===== src/rtl/conv_pkg.sv =====
// Shared types and widths for the convolution frame sequencer.
package conv_pkg;

    localparam int PIX_W    = 3;
    localparam int HCOUNT_W = 11;
    localparam int VCOUNT_W = 10;

    typedef enum logic [1:0] {
        S_IDLE,
        S_STREAM,
        S_DRAIN,
        S_DONE
    } seq_state_t;

    // True on the outermost row/column of the frame.
    function automatic logic is_border(input logic [HCOUNT_W-1:0] h,
                                       input logic [VCOUNT_W-1:0] v,
                                       input logic [HCOUNT_W-1:0] h_last,
                                       input logic [VCOUNT_W-1:0] v_last);
        return (h == '0) || (h == h_last) || (v == '0) || (v == v_last);
    endfunction

endpackage


===== src/rtl/conv_delay_pipe.sv =====
// Fixed-depth shift register with asynchronous active-low clear; aligns
// read-side sideband (valid, hcount, vcount) with returning BRAM data.
module conv_delay_pipe #(
    parameter int DEPTH = 3,
    parameter int WIDTH = 22
) (
    input  logic             clk_in,
    input  logic             rst_n_in,
    input  logic [WIDTH-1:0] d_in,
    output logic [WIDTH-1:0] q_out
);

    logic [WIDTH-1:0] stage_q [DEPTH];

    always_ff @(posedge clk_in or negedge rst_n_in) begin
        if (!rst_n_in) begin
            // NOTE: every stage is cleared so no stale valid can emerge after a mid-frame reset.
            for (int i = 0; i < DEPTH; i++) stage_q[i] <= '0;
        end else begin
            stage_q[0] <= d_in;
            for (int i = 1; i < DEPTH; i++) stage_q[i] <= stage_q[i-1];
        end
    end

    assign q_out = stage_q[DEPTH-1];

endmodule


===== src/rtl/conv_frame_sequencer.sv =====
// Streams one raster frame from the frame-buffer BRAM into the convolution filter.
// Optional build macro CONV_SEQ_BORDER_ZERO_EN zero-pads the outer pixel ring.
module conv_frame_sequencer
    import conv_pkg::*;
#(
    parameter int H_ACTIVE     = 320,
    parameter int V_ACTIVE     = 240,
    parameter int RD_LATENCY   = 2,
    parameter int FLUSH_CYCLES = 2,
    parameter int ADDR_W       = 17
) (
    input  logic                clk_in,
    input  logic                rst_n_in,
    input  logic                start_in,
    input  logic                abort_in,
    input  logic                pause_in,
    output logic                busy_out,
    output logic                done_out,
    output logic [ADDR_W-1:0]   rd_addr_out,
    output logic                rd_en_out,
    input  logic [PIX_W-1:0]    rd_data_in,
    output logic [PIX_W-1:0]    pixel_out,
    output logic [HCOUNT_W-1:0] hcount_out,
    output logic [VCOUNT_W-1:0] vcount_out,
    output logic                data_valid_out
);

    localparam int                  DRAIN_CYCLES = RD_LATENCY + FLUSH_CYCLES;
    localparam int                  DRAIN_W      = $clog2(DRAIN_CYCLES + 1);
    localparam int                  PIPE_W       = 1 + HCOUNT_W + VCOUNT_W;
    localparam logic [ADDR_W-1:0]   LAST_ADDR    = ADDR_W'(H_ACTIVE * V_ACTIVE - 1);
    localparam logic [DRAIN_W-1:0]  DRAIN_LAST   = DRAIN_W'(DRAIN_CYCLES - 1);
    localparam logic [HCOUNT_W-1:0] H_LAST       = HCOUNT_W'(H_ACTIVE - 1);
    localparam logic [VCOUNT_W-1:0] V_LAST       = VCOUNT_W'(V_ACTIVE - 1);

    seq_state_t          state_q;
    logic [ADDR_W-1:0]   addr_q, addr_d;
    logic [HCOUNT_W-1:0] h_q, h_d, issue_h_q;
    logic [VCOUNT_W-1:0] v_q, v_d, issue_v_q;
    logic [DRAIN_W-1:0]  drain_q;
    logic                rd_en_q, busy_q, done_q;
    logic [ADDR_W-1:0]   rd_addr_q;
    logic [PIX_W-1:0]    pixel_q;
    logic [PIPE_W-1:0]   pipe_out;

    always_comb begin
        // NOTE: every output of this block gets a value on every path, so no latch is inferred.
        addr_d = addr_q + 1'b1;
        h_d    = (h_q == H_LAST) ? '0 : h_q + 1'b1;
        v_d    = (h_q == H_LAST) ? v_q + 1'b1 : v_q;
    end

    always_ff @(posedge clk_in or negedge rst_n_in) begin
        if (!rst_n_in) begin
            state_q   <= S_IDLE;
            addr_q    <= '0;
            h_q       <= '0;
            v_q       <= '0;
            issue_h_q <= '0;
            issue_v_q <= '0;
            drain_q   <= '0;
            rd_en_q   <= 1'b0;
            rd_addr_q <= '0;
            busy_q    <= 1'b0;
            done_q    <= 1'b0;
        end else begin
            // NOTE: non-blocking defaults make rd_en and done single-cycle unless re-asserted below.
            rd_en_q <= 1'b0;
            done_q  <= 1'b0;
            unique case (state_q)
                S_IDLE: if (start_in) begin
                    state_q   <= S_STREAM;
                    addr_q    <= '0;
                    h_q       <= '0;
                    v_q       <= '0;
                    rd_addr_q <= '0;
                    busy_q    <= 1'b1;
                end
                S_STREAM: if (abort_in) begin
                    // Abort outranks issuing, including on the final address.
                    state_q <= S_DRAIN;
                    drain_q <= '0;
                end else if (!pause_in) begin
                    rd_en_q   <= 1'b1;
                    rd_addr_q <= addr_q;
                    issue_h_q <= h_q;
                    issue_v_q <= v_q;
                    addr_q    <= addr_d;
                    h_q       <= h_d;
                    v_q       <= v_d;
                    if (addr_q == LAST_ADDR) begin
                        state_q <= S_DRAIN;
                        drain_q <= '0;
                    end
                end
                S_DRAIN: if (abort_in) begin
                    drain_q <= '0;
                end else if (drain_q == DRAIN_LAST) begin
                    state_q <= S_DONE;
                    done_q  <= 1'b1;
                    busy_q  <= 1'b0;
                end else begin
                    drain_q <= drain_q + 1'b1;
                end
                S_DONE:  state_q <= S_IDLE;
                default: state_q <= S_IDLE;
            endcase
        end
    end

    // One stage beyond the BRAM latency to match the pixel_q register.
    conv_delay_pipe #(
        .DEPTH (RD_LATENCY + 1),
        .WIDTH (PIPE_W)
    ) u_align (
        .clk_in   (clk_in),
        .rst_n_in (rst_n_in),
        .d_in     ({rd_en_q, issue_h_q, issue_v_q}),
        .q_out    (pipe_out)
    );

    always_ff @(posedge clk_in or negedge rst_n_in) begin
        if (!rst_n_in) pixel_q <= '0;
        else           pixel_q <= rd_data_in;
    end

    assign {data_valid_out, hcount_out, vcount_out} = pipe_out;
    assign rd_en_out   = rd_en_q;
    assign rd_addr_out = rd_addr_q;
    assign busy_out    = busy_q;
    assign done_out    = done_q;

`ifdef CONV_SEQ_BORDER_ZERO_EN
    assign pixel_out = is_border(hcount_out, vcount_out, H_LAST, V_LAST) ? '0 : pixel_q;
`else
    assign pixel_out = pixel_q;
`endif

endmodule


===== config.mk =====
export PLATFORM = sky130hd
export DESIGN_NAME = conv_frame_sequencer
export DESIGN_NICKNAME = d
export VERILOG_FILES = /design/src/rtl/conv_pkg.sv /design/src/rtl/conv_delay_pipe.sv /design/src/rtl/conv_frame_sequencer.sv
export SDC_FILE = /design/constraint.sdc
export NUM_CORES = 1
export LEC_CHECK = 0
export BUFFER_PORTS_ARGS = -buffer_cell sky130_fd_sc_hd__buf_2
export CAP_MARGIN = 30
export CORE_AREA = 2 2 102 104
export CTS_BUF_LIST = sky130_fd_sc_hd__clkbuf_4
export CTS_CLUSTER_SIZE = 10
export DETAILED_ROUTE_END_ITERATION = 8
export DIE_AREA = 0 0 104 106
export PLACE_DENSITY = 0.8
export RECOVER_POWER = 25
export SKIP_CTS_REPAIR_TIMING = 1
export SLEW_MARGIN = 10
export SYNTH_ARGS = -nofsm -noshare
export SYNTH_HDL_FRONTEND = slang
export SYNTH_SLANG_ARGS = --single-unit

===== constraint.sdc =====
create_clock -name clk_in -period 3.3 [get_ports clk_in]
set_clock_uncertainty 0.05 [all_clocks]
set_input_delay 0.99 -clock clk_in [delete_from_list [all_inputs] [get_ports clk_in]]
set_output_delay 0.99 -clock clk_in [all_outputs]
set_load 0.03 [all_outputs]

; After elaboration in Yosys (flattened, before gate mapping)
; Index checks and enable logic that the tools add are counted.
[op_classes]
add_sub_neg = 4
mux = 40
bitwise_logic = 2
reduce_logical = 10
n_eq_ne = 15
[op_table]
columns = cell, n
row1 = two-way mux 17 bit, 5
row2 = case mux 17 bit (2 select lines), 2
row3 = two-way mux 11 bit, 4
row4 = two-way mux 10 bit, 4
row5 = case mux 11 bit (2 select lines), 1
row6 = case mux 10 bit (2 select lines), 1
row7 = "adder 17 x 1 -> 17 bit, second input constant", 1
row8 = "== test 17 bit, second input constant", 1
row9 = two-way mux 3 bit, 5
row10 = two-way mux 2 bit, 6
row11 = "inequality test 2 bit, second input constant", 6
row12 = AND reduction 4 bit, 3
row13 = "adder 11 x 1 -> 11 bit, second input constant", 1
row14 = "== test 11 x 9 -> 1 bit, second input constant", 1
row15 = "adder 10 x 1 -> 10 bit, second input constant", 1
row16 = AND reduction 5 bit, 2
row17 = two-way mux 1 bit, 9
row18 = "inequality test 3 bit, second input constant", 3
row19 = case mux 2 bit (4 select lines), 1
row20 = case mux 3 bit (2 select lines), 1
row21 = nonzero test 2 bit, 3
row22 = "== test 2 bit, second input constant", 2
row23 = "adder 3 x 1 -> 3 bit, second input constant", 1
row24 = "== test 3 x 2 -> 1 bit, second input constant", 1
row25 = other kinds (5), 6
[word_totals]
regBits = 153
output_inout_bits = 45
wordCells = 86
in_bits = 8

; Longest topological paths before layout
; Gate-level depths: netlist (run 1).
[depth]
word_depth = 5
ltp_mapped = 10
ltp_nobuf = 7

; Hierarchy
; Synthesis (run 1) repeated with hierarchy kept, for this count alone.
[hier_totals]
cells_unflattened = 513
area_unflattened_um2 = 6039.5
[by_module_without_submodules]
columns = mod, instances, seq_area_each_um2, cells_each, area_each_um2
row1 = conv_frame_sequencer, 1, 2177.1, 425, 4222.8
row2 = conv_delay_pipe, 1, 1651.6, 88, 1816.7

; Least setup slack after synthesis (run 1)
; OpenSTA, ideal clock, no wires.
[synth_timing]
path_kind = in2reg
from = in abort_in
to = reg addr_q[15]
t_required_ps = 3172
cell_stages = 5
setup_ps = 78
path_buffers = 1
path_slack_ps = 606
arrival_time_ps = 2566
path_cell_list = or3b_1 buf_2 a2111o_1 or4_1 a21oi_1
[synth_via]
elab_chain_len = 2
[synth_rtl]
columns = element, line_no
row1 = from (decl), conv_frame_sequencer.sv:15  ; input logic abort_in,
row2 = inequality test 2 bit (no line), n/a
row3 = AND reduction 4 bit (no line), n/a
row4 = to (signal assigned), conv_frame_sequencer.sv:88  ; addr_q <= addr_d;
row5 = to (decl), conv_frame_sequencer.sv:37  ; logic [ADDR_W-1:0] addr_q, addr_d;
; No other way between the ends.
; A chain may end at the register's enable or synchronous reset.

; Final worst setup path (run 1)
[layout_timing]
from = reg state_q[1]
to = reg addr_q[10]
[layout_via]
elab_chain_len = 3
word_cells_on_any_way = 8
classes_between = eq/ne: 4 / mux: 1 / reduce/logical: 3
[layout_rtl]
columns = element, line_no
row1 = from (decl), conv_frame_sequencer.sv:36  ; seq_state_t state_q;
row2 = from (signal assigned), conv_frame_sequencer.sv:55  ; state_q <= S_IDLE;
row3 = from (signal assigned), conv_frame_sequencer.sv:72  ; state_q <= S_STREAM;
row4 = from (signal assigned), conv_frame_sequencer.sv:81  ; state_q <= S_DRAIN;
row5 = == test 2 x 1 -> 1 bit or logical NOT 2 bit (tied branches), conv_frame_sequencer.sv:70  ; unique case (state_q)
row6 = inequality test 2 bit (no line) or nonzero test 2 bit (tied branches), n/a
row7 = AND reduction 4 bit (no line), n/a
; Parallel ways exist; a longest one is shown, timed or not.

==> out/results.txt, run 1 <==
status: finished with violations
failing checks: capacitance limit, slew limit
Worst setup startpoint: state_q[1]
final setup margin: 0.582 ns
RSZ-0062 raised after global routing: false
CP max FO: 10
Hold Fails Final Rpt: 0
Critical Path RT: 3.70 ns
Max Cap Viol: 1
Setup CP Type: reg2reg
Post-Synth XOR/XNOR Area: 0.0178
die width: 104 µm
CTS Buffer Depth: 2
Starting Density: 0.591
top-area cell type share of the netlist area: 0.647
Final HPWL DP: 6910 µm
DRC: 0
Synth Area in Compound Gates: 0.0931
CTS sink cnt: 153
Clk Latency, worst-skew pair: 0.53 ns
crit-path leading delay family: simple AND/OR/NAND/NOR gates
Final #Nets: 586
Die Y: 106 µm
worst slew pin tran: 1.56 ns
Synth area leader: dfrtp_1
first drt pass iteration count: 5
IO Pins: 53
WP depth: 6
Root Buffer: clkbuf_4
drt total wl: 10400 µm
# fillers: 808
Post-Synth Simple-Gate Area: 0.160
number of buffers created by CTS: 17
slowest stage cell, crit path: or4b_2
initial antenna violation count: 0
GP Congestion: 0.829
Multi-input gate area: 1800 µm²
largest net degree at the start of global routing: 65
relative slew slack: -0.0407
core region area: 10000 µm²
multiplexer area fraction after synthesis: 0.0161
DIE AREA: 11000 µm²
first-pass GRT wire length: 18400 µm
Final Util: 0.647
Avg Vias per Cell: 5.48
beginning of the worst register-to-register path: state_q[1]
CP Cell Sequence: inv_1, ha_1, or3b_1, a211oi_1, or4b_2, a21oi_1
Setup TNS Final: 0 ns
crit path buf inv count: 1
cells after synthesis: 529
Synth Area in Adders: 0.0169
Final Cycle Share: 0.824
max frequency: 0.368 GHz
Final setup viols: 0
CTS clk-pin slew, worst paths: 0.13 ns
Unique masters post-synth: 44
input/output buffers: 52
# H-tree levels: 4
Register Area: 3830 µm²
Setup WS pre-CTS: 0.427 ns
vias in the first global route: 3958
Yosys reg bits: 153
CTS tree: built
P per Cell Area: 678 nW/µm²
ant diodes: 0
sequential share of the synthesized area: 0.647
reg2reg path depth: 6
wire per inst: 14.5 µm
area of the mapped netlist: 5910 µm²
worst path arrival time: 3.12 ns
Yosys Warn Count: 0
Final min period: 2.72 ns
Crit. End Element: flop
share of cells above drive strength 1: 0.179
main combinational cell family by area after synthesis: simple AND/OR/NAND/NOR gates
DRT antenna net count: 0
# rows: 37
total gr overflow: 0
Post-Syn Nets: 545
syn_area_per_cell: 11.2 µm²
routed vias: 3933
Worst Hold Class: reg2reg
Synth area leaders: dfrtp_1 65%, nand2_1 7.3%, o21ai_0 3.5%
Final Max Tran Viols: 64
leading cell types in the layout, fill and taps excluded: 153 x dfrtp_1, 115 x nand2_1, 51 x buf_2
setup slack, reg-to-reg: 0.58 ns
Total GRT Usage: 0.209
critical path's largest stage delay: 0.62 ns
startpoint types: flop
Iter 0 DRT Violations: 197
Leak: 3.14 nW
crit path capture: addr_q[10]
FF-to-FF End: addr_q[10]
synthesis-to-finish area growth: 9.37%
maximum VDD drop: 0.314 mV
most common cell after layout, fill and taps aside: dfrtp_1
[routing by layer]
| metal | track usage | routed length [µm] | vias up | part of all wire |
|---|---|---|---|---|
| met5 | 0 | 0 | - | 0 |
| met4 | 0.0849 | 166 | 0 | 0.016 |
| met3 | 0.0589 | 573 | 18 | 0.055 |
| met2 | 0.330 | 5010 | 132 | 0.48 |
| met1 | 0.278 | 4630 | 1910 | 0.45 |
| li1 | - | - | 1873 | - |
[stage by stage]
stage | instances | cell area (µm²) | total power [mW] | hold WS, ns
finish | 718 | 6470 | 4.39 | 0.311
global route | 718 | 6470 | 4.66 | 0.320
CTS | 718 | 6470 | 4.43 | 0.311
detailed placement | 687 | 6220 | 3.40 | 0.285
global placement | 687 | 6220 | 3.33 | 0.281
floorplan | 529 | 5910 | 3.12 | 0.281
[logic make-up after synthesis]
family | count (synthesis)
compound gates | 88
xor+xnor | 12
fa+ha+maj | 8
buf+inv | 56
flops | 153
mux | 9
simple gates | 203
[flip-flops by register name (all words and copies together) (netlist names), 2 cells and up]
name,count
pixel_out,3
addr_q,17
issue_h_q,11
rd_addr_out,17
state_q,2
drain_q,3
h_q,11
u_align.stage_q,44
u_align.q_out,22
issue_v_q,10
v_q,10
[cells in the mapped netlist]
| cell | instances |
|---|---|
| a2111o_1 | 2 |
| buf_2 | 1 |
| ha_1 | 8 |
| or4b_2 | 2 |
| inv_1 | 14 |
| nor4_1 | 7 |
| or3_1 | 5 |
| o2111ai_1 | 2 |
| o41ai_1 | 3 |
| o41a_1 | 1 |
| o21ai_0 | 41 |
| o211a_1 | 1 |
| a2111oi_0 | 4 |
| or2_2 | 1 |
| or4_1 | 9 |
| a22o_1 | 2 |
| xnor2_1 | 10 |
| o311ai_0 | 1 |
| nand4bb_1 | 1 |
| o31ai_1 | 6 |
| buf_4 | 21 |
| clkbuf_1 | 18 |
| o211ai_1 | 3 |
| nor2_1 | 21 |
| mux2_2 | 4 |
| mux2i_1 | 5 |
| or3b_1 | 1 |
| dfrtp_1 | 153 |
| nand3_1 | 14 |
| and3_1 | 1 |
| a31oi_1 | 1 |
| nand2_1 | 115 |
| buf_1 | 2 |
| xor2_1 | 2 |
| nand3b_1 | 3 |
| nand4_1 | 6 |
| o22a_1 | 1 |
| nand2b_1 | 11 |
| a31o_2 | 1 |
| and2_1 | 1 |
| and3b_1 | 1 |
| nor2b_1 | 4 |
| a21oi_1 | 15 |
| a211oi_1 | 4 |
[cell type report]
class                   instances  area share
repair buffers                 64      0.0561
inverters                      14     0.00812
clock buffers                  17      0.0197
flip-flops and latches        153       0.592
clock inverters                14      0.0199
multi-input cells             320       0.278
well taps                     136      0.0263
[power breakdown]
group / switching [mW] / total, mW / internal (mW) / leakage [nW]
clock network: 0.708 / 1.03 / 0.326 / 0.133
registers: 0.180 / 2.37 / 2.19 / 2.09
logic: 0.667 / 0.980 / 0.313 / 0.917
[worst register-to-register path, cell delays in order (launching register included)]
cell	delay, ns
dfrtp_1	0.45
inv_1	0.10
ha_1	0.37
or3b_1	0.50
a211oi_1	0.39
or4b_2	0.62
a21oi_1	0.17
[worst min-delay path by stage]
stage,startpoint,endpoint,cells past startpoint
3_5_place_dp,u_align.stage_q[46],u_align.stage_q[24],0
3_3_place_gp,u_align.stage_q[26],u_align.q_out[4],0
6_report,u_align.stage_q[54],u_align.stage_q[32],0
4_1_cts,u_align.stage_q[42],u_align.q_out[20],0
2_1_floorplan,u_align.stage_q[22],u_align.q_out[0],0
5_1_grt,u_align.stage_q[54],u_align.stage_q[32],0
(Power assumes the default switching activity.)
==> run 2, diff against run 1 <==
ABC_AREA = 1   (was default)
CORE_AREA = 2 2 108 110   (was 2 2 102 104)
DIE_AREA = 0 0 110 112   (was 0 0 104 106)
PLACE_DENSITY = 0.76   (was 0.8)
clock period = 2.4 ns   (was 3.3 ns; I/O delays follow)
==> run 2 against run 1 <==
  * The run now ends clean
  * Power is 37% higher
  * Register-to-register slack worse by 0.25 ns
  * Cell count is 12% higher
  * First-iteration DRC count is 27% higher
  * Clock power is 34% higher
  * Synthesized area is 1.8% higher
  * Synthesized cell count is 14% higher
  * Global-route usage is 1.8 points lower
  * Sequential share of layout area is 0.67 points lower
  * Hold slack worse by 0.090 ns
  * Non-clock buffer count is 5 lower
==> out/results.txt, run 2 <==
Register Area: 3830 µm² (unchanged)
count leader, synth: dfrtp_1 (unchanged)
area of the mapped netlist: 6020 µm² (was 5910 µm²)
CP Cell Sequence: inv_1, ha_1, inv_1, nor2_4, inv_2, nand2_4, nand2_8, nand2_4, inv_1, nand2_1, o21ai_0 (was inv_1, ha_1, or3b_1, a211oi_1, or4b_2, a21oi_1)
critical path's largest stage delay: 0.42 ns (was 0.62 ns)
Unique masters post-synth: 30 (was 44)
Leak: 3.27 nW (was 3.14 nW)
Biggest register: u_align.stage_q (unchanged)
Total GRT Usage: 0.191 (was 0.209)
Max Cap Viol: 0 (was 1)
crit path buf inv count: 4 (was 1)
first drt pass iteration count: 7 (was 5)
Async SR Flop Fraction: 1.00 (unchanged)
CTS Buffer Depth: 2 (unchanged)
CTS clk-pin slew, worst paths: 0.12 ns (was 0.13 ns)
most common cell after layout, fill and taps aside: dfrtp_1 (unchanged)
initial antenna violation count: 0 (unchanged)
syn_area_per_cell: 9.97 µm² (was 11.2 µm²)
GP Congestion: 0.854 (was 0.829)
leading cell types in the layout, fill and taps excluded: 153 x dfrtp_1, 144 x nand2_1, 61 x o21ai_0 (was 153 x dfrtp_1, 115 x nand2_1, 51 x buf_2)
Setup CP Type: reg2reg (unchanged)
Crit. End Element: flop (unchanged)
DRC: 0 (unchanged)
cells after synthesis: 604 (was 529)
maximum VDD drop: 0.480 mV (was 0.314 mV)
wire per inst: 13.3 µm (was 14.5 µm)
core region area: 11200 µm² (was 10000 µm²)
CP max FO: 36 (was 10)
slowest stage cell, crit path: dfrtp_1 (was or4b_2)
CTS tree: built (unchanged)
Final min period: 2.07 ns (was 2.72 ns)
status: finished clean (was finished with violations)
sequential share of the synthesized area: 0.636 (was 0.647)
prevailing post-synth register cell: dfrtp_1 (unchanged)
first-pass GRT wire length: 18100 µm (was 18400 µm)
Setup TNS Final: 0 ns (unchanged)
max frequency: 0.484 GHz (was 0.368 GHz)
Critical Path RT: 2.79 ns (was 3.70 ns)
Post-Syn Nets: 620 (was 545)
input/output buffers: 52 (unchanged)
Yosys reg bits: 153 (unchanged)
Yosys Warn Count: 0 (unchanged)
Final HPWL DP: 7470 µm (was 6910 µm)
# fillers: 951 (was 808)
CTS sink cnt: 153 (unchanged)
die width: 110 µm (was 104 µm)
Die Y: 112 µm (was 106 µm)
Synth area leader: dfrtp_1 (unchanged)
synthesis-to-finish area growth: 8.64% (was 9.37%)
IO Pins: 53 (unchanged)
vias in the first global route: 3982 (was 3958)
number of synthesized flops with an enable pin: 0 (unchanged)
Clk Latency, worst-skew pair: 0.55 ns (was 0.53 ns)
most instantiated cells after synthesis: 153 x dfrtp_1, 144 x nand2_1, 61 x o21ai_0 (was 153 x dfrtp_1, 115 x nand2_1, 41 x o21ai_0)
RSZ-0062 raised after global routing: false (unchanged)
Root Buffer: clkbuf_4 (unchanged)
Multi-input gate area: 1710 µm² (was 1800 µm²)
P per Cell Area: 917 nW/µm² (was 678 nW/µm²)
top-area cell type share of the netlist area: 0.636 (was 0.647)
startpoint types: flop (unchanged)
DIE AREA: 12300 µm² (was 11000 µm²)
worst path arrival time: 2.46 ns (was 3.12 ns)
crit-path leading delay family: simple AND/OR/NAND/NOR gates (unchanged)
number of buffers created by CTS: 17 (unchanged)
relative slew slack: 0.223 (was -0.0407)
Iter 0 DRT Violations: 250 (was 197)
Final #Nets: 663 (was 586)
worst slew pin tran: 1.16 ns (was 1.56 ns)
Worst Hold Class: in2reg (was reg2reg)
Power, Total: 6.00 mW (was 4.39 mW)
Synth area leaders: dfrtp_1 64%, nand2_1 9.0%, o21ai_0 5.1% (was dfrtp_1 65%, nand2_1 7.3%, o21ai_0 3.5%)
drt total wl: 10600 µm (was 10400 µm)
total gr overflow: 0 (unchanged)
Avg Vias per Cell: 5.10 (was 5.48)
Final Cycle Share: 0.861 (was 0.824)
Hold Fails Final Rpt: 0 (unchanged)
# rows: 39 (was 37)
share of cells above drive strength 1: 0.158 (was 0.179)
Final setup viols: 0 (unchanged)
DRT antenna net count: 0 (unchanged)
largest net degree at the start of global routing: 49 (was 65)
Final Max Tran Viols: 0 (was 64)
max reg flops: 44 (unchanged)
ant diodes: 0 (unchanged)
# H-tree levels: 4 (unchanged)
Starting Density: 0.539 (was 0.591)
routed vias: 4090 (was 3933)
cell mode on critical path: inv_1
[run 2: cell count changes in the layout (fill, tap and decap cells not counted), moves of 9 or more]
cell      previous run  this run
inv_1               14        59
xnor2_1             10         0
nor2_1              20        40
o21ai_0             41        61
or4_1                9         0
nand3_1             14        36
o21ai_1              0        11
nand4_1              6        19
nand2b_1            11         0
nand2_1            115       144
[run 2: stage by stage]
stage	area (µm²)	util	hold WS (ns)	instances	setup slack [ns]
2_1_floorplan	6020	-	0.281	604	0.728
3_3_place_gp	6300	0.564	0.281	771	0.291
3_5_place_dp	6300	0.564	0.285	771	0.264
4_1_cts	6550	0.586	0.00322	802	0.313
5_1_grt	6540	0.585	0.164	802	0.107
6_report	6540	0.585	0.221	802	0.334
[run 2: cell families after synthesis]
group,synth area share
AND/OR/NAND/NOR,0.196
AO/OA/AOI/OAI,0.0702
flip-flops,0.636
buffers and inverters,0.0802
XOR/XNOR,0.00145
adder cells (fa/ha/maj),0.0166
[run 2: power breakdown]
group / switching, mW / internal [mW]
clock network: 0.861 / 0.524
registers: 0.212 / 3.04
logic: 0.984 / 0.375
[run 2: worst register-to-register path, cell delays in order (launching register included)]
cell	delay, ns
dfrtp_1	0.42
inv_1	0.09
ha_1	0.22
inv_1	0.10
nor2_4	0.12
inv_2	0.07
nand2_4	0.20
nand2_8	0.20
nand2_4	0.25
inv_1	0.11
nand2_1	0.07
o21ai_0	0.07
[run 2: path summary, 6_finish.rpt]
check                                     from                   to  slack [ns]  depth (start not counted)
max in group asynchronous             rst_n_in     u_align.q_out[7]        1.06                          2
min in group asynchronous             rst_n_in         pixel_out[2]        0.34                          1
max reg2reg                         state_q[1]               v_q[3]        0.33                         11
min reg2reg                u_align.stage_q[60]  u_align.stage_q[38]        0.30                          0
max                                 state_q[1]               v_q[3]        0.33                         11
min                              rd_data_in[0]         pixel_out[0]        0.22                          1
[run 2: cell type report]
type                       count  area share
multi-input combinational    355       0.261
clock buffer                  19      0.0218
timing repair buffer          59      0.0535
sequential                   153       0.585
inverter                      61      0.0350
tap                          143      0.0273
clock inverter                12      0.0157
[run 2: layer usage]
layer	share of wire	up-vias	GRT usage
met1	0.43	1933	0.240
met5	0	-	0
met4	0.022	0	0.0878
li1	-	2025	-
met3	0.051	20	0.0562
met2	0.49	112	0.303
